[src/rtl/sdr_capture_pkg.sv]
// Shared definitions for the SDRAM capture writer: controller state encoding.
package sdr_capture_pkg;

  typedef enum logic [1:0] {
    IDLE  = 2'd0,
    RUN   = 2'd1,
    DRAIN = 2'd2
  } cap_state_t;

endpackage

[src/rtl/sync_fifo.sv]
// Single-clock FIFO; a push into a full FIFO is accepted when a pop lands on the same edge.
module sync_fifo #(
  parameter int DQ_WIDTH = 16,
  parameter int DEPTH    = 32
) (
  input  logic                       clk,
  input  logic                       rst,
  input  logic                       clr,
  input  logic                       push,
  input  logic                       pop,
  input  logic [DQ_WIDTH-1:0]        wdata,
  output logic [DQ_WIDTH-1:0]        rdata,
  output logic                       full,
  output logic                       empty,
  output logic [$clog2(DEPTH):0]     count
);

  localparam int AW = $clog2(DEPTH);
  localparam logic [AW:0] FULL_COUNT = (AW+1)'(DEPTH);

  logic [DQ_WIDTH-1:0] mem [DEPTH];
  logic [AW-1:0]       wr_ptr;
  logic [AW-1:0]       rd_ptr;
  logic                do_push;
  logic                do_pop;

  assign full    = (count == FULL_COUNT);
  assign empty   = (count == '0);
  assign do_pop  = pop && !empty;
  assign do_push = push && (!full || do_pop);
  assign rdata   = mem[rd_ptr];

  always_ff @(posedge clk) begin
    if (rst || clr) begin
      wr_ptr <= '0;
      rd_ptr <= '0;
      count  <= '0;
    end else begin
      if (do_push) wr_ptr <= wr_ptr + AW'(1);
      if (do_pop)  rd_ptr <= rd_ptr + AW'(1);
      count <= count + (AW+1)'(do_push) - (AW+1)'(do_pop);
    end
  end

  // Storage is not reset; only pointers define validity.
  always_ff @(posedge clk) begin
    if (do_push) mem[wr_ptr] <= wdata;
  end

endmodule

[src/rtl/sdram_capture_writer.sv]
// Buffers sampled words in a FIFO and streams them to an SDRAM controller over a
// commit (next_wr_ack) / data-sample (wr_ack) handshake, one-shot or as a ring.
module sdram_capture_writer
  import sdr_capture_pkg::*;
#(
  parameter int DQ_WIDTH = 16,
  parameter int DEPTH    = 32,
  parameter int ADDR_W   = 24
) (
  input  logic                clk,
  input  logic                rst,
  input  logic                start,
  input  logic [ADDR_W-1:0]   cfg_base,
  input  logic [ADDR_W-1:0]   cfg_len,
  input  logic                cfg_ring,
  input  logic                in_valid,
  input  logic [DQ_WIDTH-1:0] in_data,
  output logic [ADDR_W-1:0]   addr,
  output logic                wr_req,
  input  logic                next_wr_ack,
  input  logic                wr_ack,
  output logic [DQ_WIDTH-1:0] wr_data,
  output logic                busy,
  output logic                done,
  output logic                overflow,
  output logic [ADDR_W-1:0]   words_written
);

  localparam int CW = $clog2(DEPTH) + 1;

  // Handshake: wr_req is high while some buffered word has no commit yet. A cycle
  // with wr_req & next_wr_ack commits the word at addr; the controller samples the
  // oldest committed word on wr_data with wr_ack, which pops it from the FIFO.
  cap_state_t        state;
  cap_state_t        state_next;
  logic [ADDR_W-1:0] base_r;
  logic [ADDR_W-1:0] len_r;
  logic              ring_r;
  logic [ADDR_W-1:0] last_addr;
  logic [ADDR_W-1:0] accepted;
  logic [ADDR_W-1:0] cfg_len_eff;
  logic [CW-1:0]     fifo_count;
  logic [CW-1:0]     pending;
  logic              fifo_full;
  logic              fifo_empty;
  logic              commit;
  logic              ack_ok;
  logic              room;
  logic              push;
  logic              drop;

  assign cfg_len_eff = (cfg_len == '0) ? ADDR_W'(1) : cfg_len;
  assign last_addr   = base_r + len_r - ADDR_W'(1);
  assign busy        = (state != IDLE);
  assign wr_req      = busy && (fifo_count > pending);
  assign commit      = next_wr_ack && wr_req;
  assign ack_ok      = wr_ack && (pending != '0) && !fifo_empty;
  assign room        = !fifo_full || ack_ok;
  assign push        = (state == RUN) && !start && in_valid && room;
  assign drop        = (state == RUN) && !start && in_valid && !room;

  sync_fifo #(
    .DQ_WIDTH (DQ_WIDTH),
    .DEPTH    (DEPTH)
  ) u_fifo (
    .clk   (clk),
    .rst   (rst),
    .clr   (start),
    .push  (push),
    .pop   (ack_ok),
    .wdata (in_data),
    .rdata (wr_data),
    .full  (fifo_full),
    .empty (fifo_empty),
    .count (fifo_count)
  );

  always_comb begin
    state_next = state;
    case (state)
      IDLE:  state_next = IDLE;
      RUN:   if (!ring_r && push && (accepted + ADDR_W'(1) == len_r)) state_next = DRAIN;
      DRAIN: if (words_written == len_r) state_next = IDLE;
      default: state_next = IDLE;
    endcase
    if (start) state_next = RUN;
  end

  always_ff @(posedge clk) begin
    if (rst) begin
      state         <= IDLE;
      base_r        <= '0;
      len_r         <= ADDR_W'(1);
      ring_r        <= 1'b0;
      addr          <= '0;
      accepted      <= '0;
      pending       <= '0;
      words_written <= '0;
      done          <= 1'b0;
      overflow      <= 1'b0;
    end else begin
      state <= state_next;
      if (start) begin
        base_r        <= cfg_base;
        len_r         <= cfg_len_eff;
        ring_r        <= cfg_ring;
        addr          <= cfg_base;
        accepted      <= '0;
        pending       <= '0;
        words_written <= '0;
        done          <= 1'b0;
        overflow      <= 1'b0;
      end else begin
        if (commit) addr <= (addr == last_addr) ? base_r : addr + ADDR_W'(1);
        if (push) accepted <= accepted + ADDR_W'(1);
        if (drop) overflow <= 1'b1;
        pending <= pending + CW'(commit) - CW'(ack_ok);
        if (ack_ok) words_written <= words_written + ADDR_W'(1);
        if (state == DRAIN && state_next == IDLE) done <= 1'b1;
      end
    end
  end

  // A data-sample strobe with no committed write behind it is dropped.
  always_ff @(posedge clk) begin
    if (!rst && wr_ack && !ack_ok) $warning("stray wr_ack ignored: no write outstanding");
  end

endmodule
[config.mk]
export PLATFORM = sky130hd
export DESIGN_NAME = sdram_capture_writer
export DESIGN_NICKNAME = d
export VERILOG_FILES = /design/src/rtl/sdr_capture_pkg.sv /design/src/rtl/sync_fifo.sv /design/src/rtl/sdram_capture_writer.sv
export SDC_FILE = /design/constraint.sdc
export NUM_CORES = 1
export LEC_CHECK = 0
export CAP_MARGIN = 20
export CORE_ASPECT_RATIO = 1.4
export CORE_MARGIN = 4
export CORE_UTILIZATION = 50
export CTS_BUF_LIST = sky130_fd_sc_hd__clkbuf_4 sky130_fd_sc_hd__clkbuf_8
export CTS_CLUSTER_SIZE = 30
export DETAILED_ROUTE_END_ITERATION = 10
export PLACE_DENSITY = 0.71
export SYNTH_ARGS = -nofsm -noshare
export SYNTH_HDL_FRONTEND = slang
export SYNTH_SLANG_ARGS = --single-unit
[constraint.sdc]
create_clock -name clk -period 4 [get_ports clk]
set_input_delay 0.6 -clock clk [delete_from_list [all_inputs] [get_ports clk]]
set_output_delay 0.6 -clock clk [all_outputs]
set_load 0.02 [all_outputs]
-- Word-level counts from Yosys, hierarchy flattened
Memory sizes are Yosys's and may differ from the RTL's. A register that Yosys moved wholly into a read port is not among the register bits.
Cells that the tools add are included.
- register bits: 147
- logic and storage cells: 72
- RAM bits: 512
- input port bits: 71
- output and inout bits: 68
- memories: 1
- magnitude comparators: 1
- $add $sub $neg: 11
- reduce and logical (&&, ||, !) cells: 28
- equal/unequal tests: 6
- mux-type cells: 12
- memory list (memory ; words ; width ; rd ports ; clocked after memory_dff ; wr ports ; RTL line ; source):
    u_fifo.mem ; 32 ; 16 ; 1 ; 1 ; 1 ; sync_fifo.sv:21 ; logic [DQ_WIDTH-1:0] mem [DEPTH];
- operators by type and width (kind ; number):
    two-way mux 24 bit ; 4
    adder 24 x 1 -> 24 bit, second input constant ; 3
    equality test 24 bit ; 3
    adder 24 bit ; 1
    zero test 24 bit ; 1
    subtractor 24 x 1 -> 24 bit, second input constant ; 1
    logical AND 1 bit ; 13
    adder 6 x 1 -> 6 bit ; 2
    subtractor 6 x 1 -> 6 bit ; 2
    adder 5 x 1 -> 5 bit, second input constant ; 2
    two-way mux 5 bit ; 2
    equality test 6 bit, second input constant ; 1
    greater-than comparator 6 bit ; 1
    zero test 6 bit ; 1
    two-way mux 2 bit ; 3
    nonzero test 6 bit ; 1
    zero test 1 bit ; 5
    one-hot mux 2 bit (2 select lines) ; 1
    nonzero test 2 bit ; 2
    logical OR 1 bit ; 3
    equality test 2 x 1 -> 1 bit, second input constant ; 1
    equality test 2 bit, second input constant ; 1
    zero test 2 bit ; 1
    two-way mux 1 bit ; 2
    OR reduction 2 bit ; 1

-- Depth between registers and ports, before layout
Gate-level depths: netlist of the first run.
- depth after elaboration: 12
- mapped depth: 20
- mapped depth without buffers: 17

-- Hierarchy
Synthesis of the first run repeated with hierarchy kept, for this count alone.
- cells, all modules: 2343
- area total of the unflattened synthesis: 30448.0 um^2
- modules (own cells, without submodules) (module ; seq. area each (um^2) ; times used ; area each (um^2) ; cells each):
    sync_fifo ; 15795.1 ; 1 ; 20689.8 ; 1067
    sdram_capture_writer ; 2622.5 ; 1 ; 9758.1 ; 1276

-- Worst setup path after synthesis of the first run
OpenSTA, ideal clock, no wires.
- kind: register to register
- start: reg u_fifo.count[2]
- end: mem u_fifo.mem[12][0] (enable)
- stages on the path, launching flop included: 13
- data arrival time: 3431 ps
- setup time: 409 ps
- data required time: 3591 ps
- path slack: 160 ps
- buffers on the path: 3
- clock period less this slack: 3840 ps
- path through: dfxtp_1 inv_1 ha_1 and3_1 nand2_1 nor2_1 or2_2 clkbuf_1 inv_1 clkbuf_1 clkbuf_1 nand2_1 nor3_1
- word-level cells in the longest chain between the ends: 8
- elaborated cells on any way between the ends: 12
- those cells by class: 1 x eq/ne; 2 x mux; 9 x reduce/logical
- RTL lines (what ; RTL line ; source):
    start: declaration ; sync_fifo.sv:15 ; output logic [$clog2(DEPTH):0] count
    start signal: assignment ; sync_fifo.sv:41 ; count <= count + (AW+1)'(do_push) - (AW+1)'(do_pop);
    zero test 6 bit ; sync_fifo.sv:28 ; assign empty = (count == '0);
    zero test 1 bit ; sync_fifo.sv:29, sdram_capture_writer.sv:57 ;
    logical AND 1 bit ; sdram_capture_writer.sv:57 ; assign ack_ok = wr_ack && (pending != '0) && !fifo_empty;
    logical OR 1 bit / logical AND 1 bit (equally long branches) ; sdram_capture_writer.sv:58, sync_fifo.sv:29 ;
    logical AND 1 bit / logical OR 1 bit (equally long branches) ; sdram_capture_writer.sv:59, sync_fifo.sv:30 ;
    logical AND 1 bit * ; sync_fifo.sv:30 ; assign do_push = push && (!full || do_pop);
    named net u_fifo.do_push ; sync_fifo.sv:24 ; logic do_push;
    two-way mux 1 bit * ; sync_fifo.sv:47 ; if (do_push) mem[wr_ptr] <= wdata;
    two-way mux 1 bit (not written as such) * ; sync_fifo.sv:47 ;
    end: declaration ; sync_fifo.sv:21 ;
Mark *: on every way through the listed nets, which the timed path passes. The rest lies on a longest branch.

==> run metrics, run 1 <==
commonest cells in the netlist=edfxtp_1, nor2_1, mux4_2; WL/cell=23.7 µm; Setup-failing EPs final=0; die area=0.0640 mm²; final hold violations=0; Util after Layout=0.590; placed insts=2999; crit path capture type=primary output; CTS Sinks=664; die height=298 µm; Worst Path Arrival=3290 ps; Clock Pin Slew Worst Setup and Hold Paths=60 ps; Syn. warnings=0; Die Wd=215 µm; layout filler cell count=4526; Area contributors post-synth=edfxtp_1, mux4_2, dfxtp_1, ha_1, nor2_1; port bufs=138; initial drt markers=1340; DRC Markers=0; CTS tree=built; Tightest Pin Transition=1070 ps; mapped cell area=0.0300 mm²; Period Utilization, post-route=0.973; setup_tns=0 ps; min Tclk post-route=3890 ps; hold buffers post-CTS=0; crit path max fanout=14; FP Rows=106; antenna violations before repair=2; fin nets=2506; share of cells above drive strength 1=0.203; Setup CP Type=reg2out; gpl congestion=0.947; Initial Utilization=0.504; core footprint=0.0595 mm²; RSZ-0062 raised after global routing=no; gr ovfl total=0; Final Non-Filler Cells=3185; vias=18600; count leader, synth=edfxtp_1; clk_lat worst skew=690 ps; Vias/cell=5.85; power per cell area=406 mW/mm²; critical path launch point type=register; Synth Net Count=2260; Post-Syn Area per Cell=14.2 µm²; VDD IR-drop max=215 µV; Synth Instances=2107; global-route wire length before repair=115000 µm; Clock Skew=27.4 ps; Critical Path RT=3400 ps; total wire length=75400 µm; H-Tree Depth=3; flops & latches, synth=664; synth unique cells=78; Total GRT Usage=0.233; area occupied by multi-input gates=0.0107 mm²; Max Clk Rate=0.257 GHz; area leader, netlist=edfxtp_1; Storage cell area=0.0184 mm²; IO Count=139; Leak Pwr=12.0 nW; max-cap viol count=0; Antenna Nets Post-Route=0; Area growth, synth to finish=17.1%; sequential area share after synthesis=0.614; ys async rst share=0; Tot Pwr=14.3 mW; Most used DFF post-synth=edfxtp_1; deepest clock path buffer count=3; outcome=finished, final reports clean; Pins Over Slew Limit=0; largest net degree at the start of global routing=79; vias in the first global route=19100; relative slew slack=0.285; top cell type's share of synthesized area=0.512; Num CTS Buffers=95; DR pass1 iterations=7; worst hold slack=473 ps; Clock Tree Root=clkbuf_8; Final HPWL DP=52000 µm; Hold WC Path Type=reg2reg; number of synthesized flops with an enable pin=512
## layer usage
layer | part of all wire | wire length [µm] | track usage | up-vias
met4 | 0.036 | 2680 | 0.0927 | 0
met5 | 0 | 0 | 0 | -
met2 | 0.54 | 40300 | 0.422 | 683
li1 | - | - | - | 8464
met3 | 0.054 | 4070 | 0.0339 | 143
met1 | 0.38 | 28300 | 0.280 | 9351
## cell type report
| cell class | count | share of cell area |
|---|---|---|
| multi-input combinational | 1214 | 0.306 |
| antenna | 1 | 0.0000712 |
| tap | 756 | 0.0269 |
| clock buffer | 131 | 0.0465 |
| inverter | 124 | 0.0132 |
| sequential | 664 | 0.524 |
| clock inverter | 41 | 0.00937 |
| timing repair buffer | 254 | 0.0735 |
## state kept, by name, summed over array words and instances (netlist names), named ones only
signal,count
u_fifo.mem,512
accepted,24
addr,24
base_r,24
len_r,24
words_written,24
pending,6
u_fifo.count,6
u_fifo.rd_ptr,5
u_fifo.wr_ptr,5
state,2
done,1
overflow,1
ring_r,1
## per-stage QoR
stage / setup slack (ps) / cell area [µm²]
final: 107 / 35100
after global routing: 1.24 / 35100
after CTS: 1.93 / 34900
after detailed placement: 87.7 / 32800
after global placement: 160 / 32800
after floorplan: 160 / 30000
## power by group
group | total [mW] | switching (mW) | internal [mW]
Clock | 5.48 | 2.55 | 2.93
Sequential | 7.52 | 0.0591 | 7.46
Combinational | 1.27 | 0.753 | 0.512
Total | 14.3 | 3.37 | 10.9
## cell families (layout without fill, tap and decap cells)
logic type	after synthesis	after routing	share of synthesized area
buf+inv	229	550	0.0303
other cells	0	1	0
mux	221	221	0.141
simple gates	523	523	0.0841
compound gates	248	248	0.0548
flops	664	664	0.614
xor+xnor	140	140	0.0409
fa+ha+maj	82	82	0.0349
## worst max-delay path: stages, from the launching register on
cell and delay [ps]:
dfxtp_4 370, buf_12 160, buf_12 180, mux4_2 520
mux4_2 550, mux2_2 280, clkdlybuf4s50_1 530
## path summary, 6_finish.rpt
path | startpoint | to | slack [ps] | depth (start not counted)
setup / recovery | register | wr_data[3] | 110 | 6
hold / removal | base_r[10] | base_r[10] | 470 | 2
setup reg to reg | base_r[1] | addr[11] | 200 | 17
hold reg to reg | base_r[10] | base_r[10] | 470 | 2
## layout by cell type (no fill, tap or decap), drive strengths merged, types with 77 or more instances in the layout
cell type,count
clkbuf,134
edfxtp,512
xnor2,77
a21oi,90
ha,79
clkdlybuf4s50,123
nand2,103
mux4,160
dfxtp,152
buf,114
nor2,189
inv,128
## timing repair
action / in CTS / in global routing
cloned: 1 / 1
setup endpoints to repair: 16 / 25
gates resized for setup: 17 / 18
buffers inserted: 4 / 0
hold endpoints to repair: 0 / 0
pin swaps: 0 / 2
No activity file was read; power rests on OpenSTA's default activity.
==> inputs of run 2 (changes only) <==
--- a/config.mk
+++ b/config.mk
@@ -12,7 +12,8 @@
 export CTS_BUF_LIST = sky130_fd_sc_hd__clkbuf_4 sky130_fd_sc_hd__clkbuf_8
 export CTS_CLUSTER_SIZE = 30
 export DETAILED_ROUTE_END_ITERATION = 10
-export PLACE_DENSITY = 0.71
+export DONT_BUFFER_PORTS = 1
+export PLACE_DENSITY_LB_ADDON = 0.2
 export SYNTH_ARGS = -nofsm -noshare
 export SYNTH_HDL_FRONTEND = slang
 export SYNTH_SLANG_ARGS = --single-unit
==> run 2 against run 1 <==
Compared with the run above:
- setup slack better by 91 ps
- sequential power hardly changed
- non-clock buffer count is 124 lower
- worst hold slack worse by 410 ps
- count of clock-buffer cells in the layout is 7 lower
- highest routed layer unchanged
- global-route usage is 0.88 points lower
- design area is 3.5% lower
- register-to-register slack hardly changed
- critical path depth is 10 higher
- critical endpoint is now addr[23]
- first-iteration DRC count is 18% lower
- largest cell class unchanged
- core utilization is 2.1 points lower
- die area stayed put
==> run metrics, run 2 (synthesis gave the netlist of run 1 again) <==
R2R depth=16; Leak Pwr=11.5 nW; max-cap viol count=0; placed insts=2858; CTS tree=built; Hold WC Path Type=in2reg; final hold violations=0; commonest non-fill, non-tap cell in the layout=edfxtp_1; outcome=finished, final reports clean; largest net degree at the start of global routing=113; Tot Pwr=14.2 mW; CTS Sinks=664; Area growth, synth to finish=13.0%; RR Endpoint=addr[23]; Final HPWL DP=49500 µm; Num CTS Buffers=98; Vias/cell=5.84; Hold EP=base_r[7]; CP peak stage delay=450 ps; Antenna Nets Post-Route=0; worst reg-to-reg setup slack=200 ps; Clock Tree Root=clkbuf_8; gpl congestion=0.908; die area=0.0640 mm²; Die Wd=215 µm; VDD IR-drop max=256 µV; DR pass1 iterations=5; H-Tree Depth=3; DRC Markers=0; crit path max fanout=21; Clock Skew=30.2 ps; Top reg by flops=u_fifo.mem; vias in the first global route=18600; IO Count=139; Post-Layout Inst Area=0.0339 mm²; Util after Layout=0.570; Setup-failing EPs final=0; Final Non-Filler Cells=3069; die height=298 µm; Worst Path Arrival=4370 ps; Initial Utilization=0.504; relative slew slack=0.275; slowest cell on the critical path=a2111oi_1; clk_lat worst skew=700 ps; RSZ-0062 raised after global routing=no; fin nets=2385; Critical Path RT=4570 ps; critical path launch point type=register; number of flip-flops in the largest register=512; antenna violations before repair=1; worst hold slack=58.7 ps; Critical R2R Launch=len_r[4]; Hold Startpoint=cfg_base[7]; share of cells above drive strength 1=0.215; Pins Over Slew Limit=0; Area after DPL=0.0314 mm²; Max Clk Rate=0.263 GHz; setup ws final=198 ps; Tightest Pin Transition=1090 ps; vias=17900; gr ovfl total=0; FP Rows=106; commonest cells after routing, fill and taps aside=edfxtp_1, nor2_1, mux4_2; deepest clock path buffer count=3; initial drt markers=1100; global-route wire length before repair=111000 µm; WL/cell=23.6 µm; WHS Path Cells=2; port bufs=0; postcts setup bufs=0; Period Utilization, post-route=0.950; worst slack at placement=130 ps; core footprint=0.0595 mm²; total wire length=72600 µm; power per cell area=420 mW/mm²; CP Cell Sequence=inv_1 -> ha_1 -> inv_1 -> ha_1 -> a21o_1 -> a31oi_2 -> a21oi_2 -> o211ai_2 -> a31oi_1 -> a2111oi_1 -> buf_4 -> o2111a_4 -> buf_12 -> mux2_2 -> nor3_1 -> nor4_1; min Tclk post-route=3800 ps; setup_tns=0 ps; Setup CP Type=reg2reg; crit path capture type=register; Crit path max-delay family=compound AO/OA/AOI/OAI gates; Worst Path Buf+Inv=4; Total GRT Usage=0.224; Clock Pin Slew Worst Setup and Hold Paths=70 ps
==> run 2: cell types whose count changed in the layout (fill, tap and decap cells not counted), moves of 4 or more <==
| cell | change |
|---|---|
| clkinv_1 | +7 |
| dlygate4sd2_1 | -11 |
| dlygate4sd3_1 | +18 |
| clkdlybuf4s50_1 | -123 |
| clkbuf_4 | -4 |
| nor2_1 | -12 |
| clkinv_2 | +6 |
| buf_12 | -4 |
| nor2_2 | +12 |
==> run 2: per-layer routing <==
metal | wire (µm) | track usage
met1 | 27500 | 0.266
met2 | 38100 | 0.402
met3 | 3900 | 0.0387
met4 | 3080 | 0.0984
met5 | 0 | 0
==> run 2: layout make-up <==
| type | instances | area, µm² |
|---|---|---|
| clock buffers | 124 | 1560 |
| well taps | 756 | 946 |
| repair buffers | 130 | 1310 |
| fillers | 4732 | 25600 |
| multi-input cells | 1214 | 10800 |
| inverters | 124 | 465 |
| clock inverters | 55 | 438 |
| diodes | 2 | 5.00 |
| flip-flops and latches | 664 | 18400 |
==> run 2: worst max path at each step <==
stage	start	end	slack, ps	cells after the start
CTS	len_r[18]	addr[23]	100	15
global placement	len_r[18]	addr[23]	90	15
global route	len_r[4]	addr[23]	9	16
floorplan	u_fifo.count[2]	u_fifo.mem[12][0]	160	12
finish	len_r[4]	addr[23]	200	16
detailed placement	len_r[18]	addr[23]	130	15
==> run 2: repair_timing <==
| action | 4_1_cts | 5_1_grt |
|---|---|---|
| resized for setup | 0 | 9 |
| setup endpoints to repair | 0 | 14 |
| hold endpoints to repair | 584 | 0 |
| hold buffers | 20 | 0 |
==> run 2: worst reg2reg max path, stage by stage (launching register included) <==
cell and delay (ps):
dfxtp_1 430, inv_1 150, ha_1 200, inv_1 50, ha_1 270, a21o_1 240
a31oi_2 210, a21oi_2 110, o211ai_2 210, a31oi_1 160, a2111oi_1 450, buf_4 190
o2111a_4 270, buf_12 170, mux2_2 350, nor3_1 150, nor4_1 70
==> run 2: power by group <==
part	switching [mW]	total, mW	internal, mW
sequential	0.0658	7.53	7.46
clock	2.60	5.57	2.97
combinational	0.687	1.15	0.461
total	3.35	14.2	10.9
==> inputs of run 3 (changes only) <==
--- a/config.mk
+++ b/config.mk
@@ -5,12 +5,10 @@
 export SDC_FILE = /design/constraint.sdc
 export NUM_CORES = 1
 export LEC_CHECK = 0
-export CAP_MARGIN = 20
 export CORE_ASPECT_RATIO = 1.4
 export CORE_MARGIN = 4
 export CORE_UTILIZATION = 50
 export CTS_BUF_LIST = sky130_fd_sc_hd__clkbuf_4 sky130_fd_sc_hd__clkbuf_8
-export CTS_CLUSTER_SIZE = 30
 export DETAILED_ROUTE_END_ITERATION = 10
 export DONT_BUFFER_PORTS = 1
 export PLACE_DENSITY_LB_ADDON = 0.2
==> constraint.sdc (replaced) <==
create_clock -name clk -period 4 [get_ports clk]
set_input_delay 0.6 -clock clk [delete_from_list [all_inputs] [get_ports clk]]
set_output_delay 0.6 -clock clk [all_outputs]
set_load 0.005 [all_outputs]
==> run 3 against run 2 <==
Compared with the run above:
- final cell count decreased by 0.16%
- setup slack better by 19 ps
- non-clock buffer count rose by 1
- clock skew increased by 5.9 ps
- register-to-register slack gained 20 ps
- wire length grew 0.89%
- highest routed layer unchanged
- sequential power barely moved
- clock power shrank 3%
==> run metrics, run 3 (synthesis gave the netlist of run 1 again) <==
outcome=finished, final reports clean; Clock Skew=36.2 ps; fin nets=2387; Top cell by count, worst path=inv_1; IO Count=139; Leak Pwr=11.4 nW; power per cell area=417 mW/mm²; min Tclk post-route=3780 ps; Die Wd=215 µm; largest net degree at the start of global routing=113; antenna violations before repair=2; Hold EP=base_r[0]; most used routing layer=met2; Tot Pwr=14.1 mW; Pins Over Slew Limit=0; Setup-failing EPs final=0; Top reg by flops=u_fifo.mem; Antenna Nets Post-Route=0; gr ovfl total=0; deepest clock path buffer count=3; Final HPWL DP=49800 µm; Initial Utilization=0.504; Vias/cell=5.86; gpl congestion=0.923; commonest non-fill, non-tap cell in the layout=edfxtp_1; Crit path max-delay family=simple AND/OR/NAND/NOR gates; WL/cell=23.9 µm; port bufs=0; Worst Setup SP=len_r[18]; global-route track usage on met3=0.0457; Critical Path RT=4580 ps; postcts setup bufs=0; Final Non-Filler Cells=3064; slowest cell on the critical path=dfxtp_1; Tightest Pin Transition=1170 ps; Critical R2R Launch=len_r[18]; FP Rows=106; initial drt markers=1255; max-cap viol count=0; DR pass1 iterations=5; core footprint=0.0595 mm²; Period Utilization, post-route=0.946; crit path capture type=register; die height=298 µm; worst slack at placement=146 ps; Setup CP Type=reg2reg; crit path max fanout=21; Max Clk Rate=0.264 GHz; CTS tree=built; Clock Pin Slew Worst Setup and Hold Paths=70 ps; setup ws final=217 ps; Worst Path Arrival=4370 ps; share of cells above drive strength 1=0.212; CP Cell Sequence=inv_1 -> ha_1 -> inv_1 -> ha_2 -> and2_1 -> nand3_1 -> a31o_2 -> o21ai_0 -> nor4b_1 -> and4_1 -> o2111a_4 -> buf_12 -> or2_2 -> a311oi_1 -> nor4_1; commonest cells after routing, fill and taps aside=edfxtp_1, nor2_1, mux4_2; met1 Usage GRT=0.272; WHS Path Cells=2; Hold WC Path Type=in2reg; number of flip-flops in the largest register=512; CTS Sinks=664; Hold Startpoint=cfg_base[0]; CP peak stage delay=410 ps; Num CTS Buffers=99; final hold violations=0; DRC Markers=0; RSZ-0062 raised after global routing=no; Clock Tree Root=clkbuf_8; met2 Use GR=0.415; RR Endpoint=addr[21]; die area=0.0640 mm²; setup_tns=0 ps; worst reg-to-reg setup slack=220 ps; Worst Path Buf+Inv=3; global-route wire length before repair=113000 µm; vias in the first global route=18600; Total GRT Usage=0.229; placed insts=2861; total wire length=73200 µm; VDD IR-drop max=261 µV; relative slew slack=0.216; clk_lat worst skew=710 ps; vias=17900; Area growth, synth to finish=12.4%; R2R depth=15; critical path launch point type=register; H-Tree Depth=3
## run 3: changes by cell type in the layout (fill, tap and decap cells not counted), sizes merged
cell,delta
clkinv,-12
dlygate4sd3,+9
clkbuf,+5
buf,-4
bufinv,-4
inv,+2
diode,-1
## run 3: stage by stage
stage | hold slack (ps) | area, µm² | util
2_1_floorplan | 449 | 30000 | -
5_1_grt | 22.1 | 33700 | 0.566
4_1_cts | 0.109 | 33700 | 0.565
3_3_place_gp | 452 | 31400 | 0.528
6_report | 66.5 | 33700 | 0.566
3_5_place_dp | 453 | 31400 | 0.528
## run 3: timing repair
item | 4_1_cts | 5_1_grt
endpoints found under the hold margin | 584 | 0
resized for setup | 0 | 11
hold buffers | 28 | 0
endpoints found under the setup margin | 0 | 17
## run 3: per-layer routing
layer	wire length, µm	up-vias
met5	0	-
met4	2490	0
met3	4210	135
met2	39000	568
met1	27500	9027
li1	-	8212
## run 3: report_power, final
part           switching (mW)  internal, mW
registers              0.0584          7.46
clock network            2.58          2.82
logic                   0.687         0.445
## run 3: how the worst max path moves through the flow
stage | endpoint | cells after the start
after floorplan | u_fifo.mem[12][0] | 12
after global placement | addr[23] | 15
after detailed placement | addr[21] | 15
after CTS | addr[21] | 15
after global routing | addr[23] | 15
final | addr[21] | 15
## run 3: final cells by class
type | instances | area [µm²]
Multi-Input combinational cell | 1214 | 10800
Clock inverter | 41 | 283
Sequential cell | 664 | 18400
Tap cell | 756 | 946
Fill cell | 4723 | 25800
Antenna cell | 1 | 2.50
Clock buffer | 133 | 1650
Timing Repair Buffer | 131 | 1170
Inverter | 124 | 465
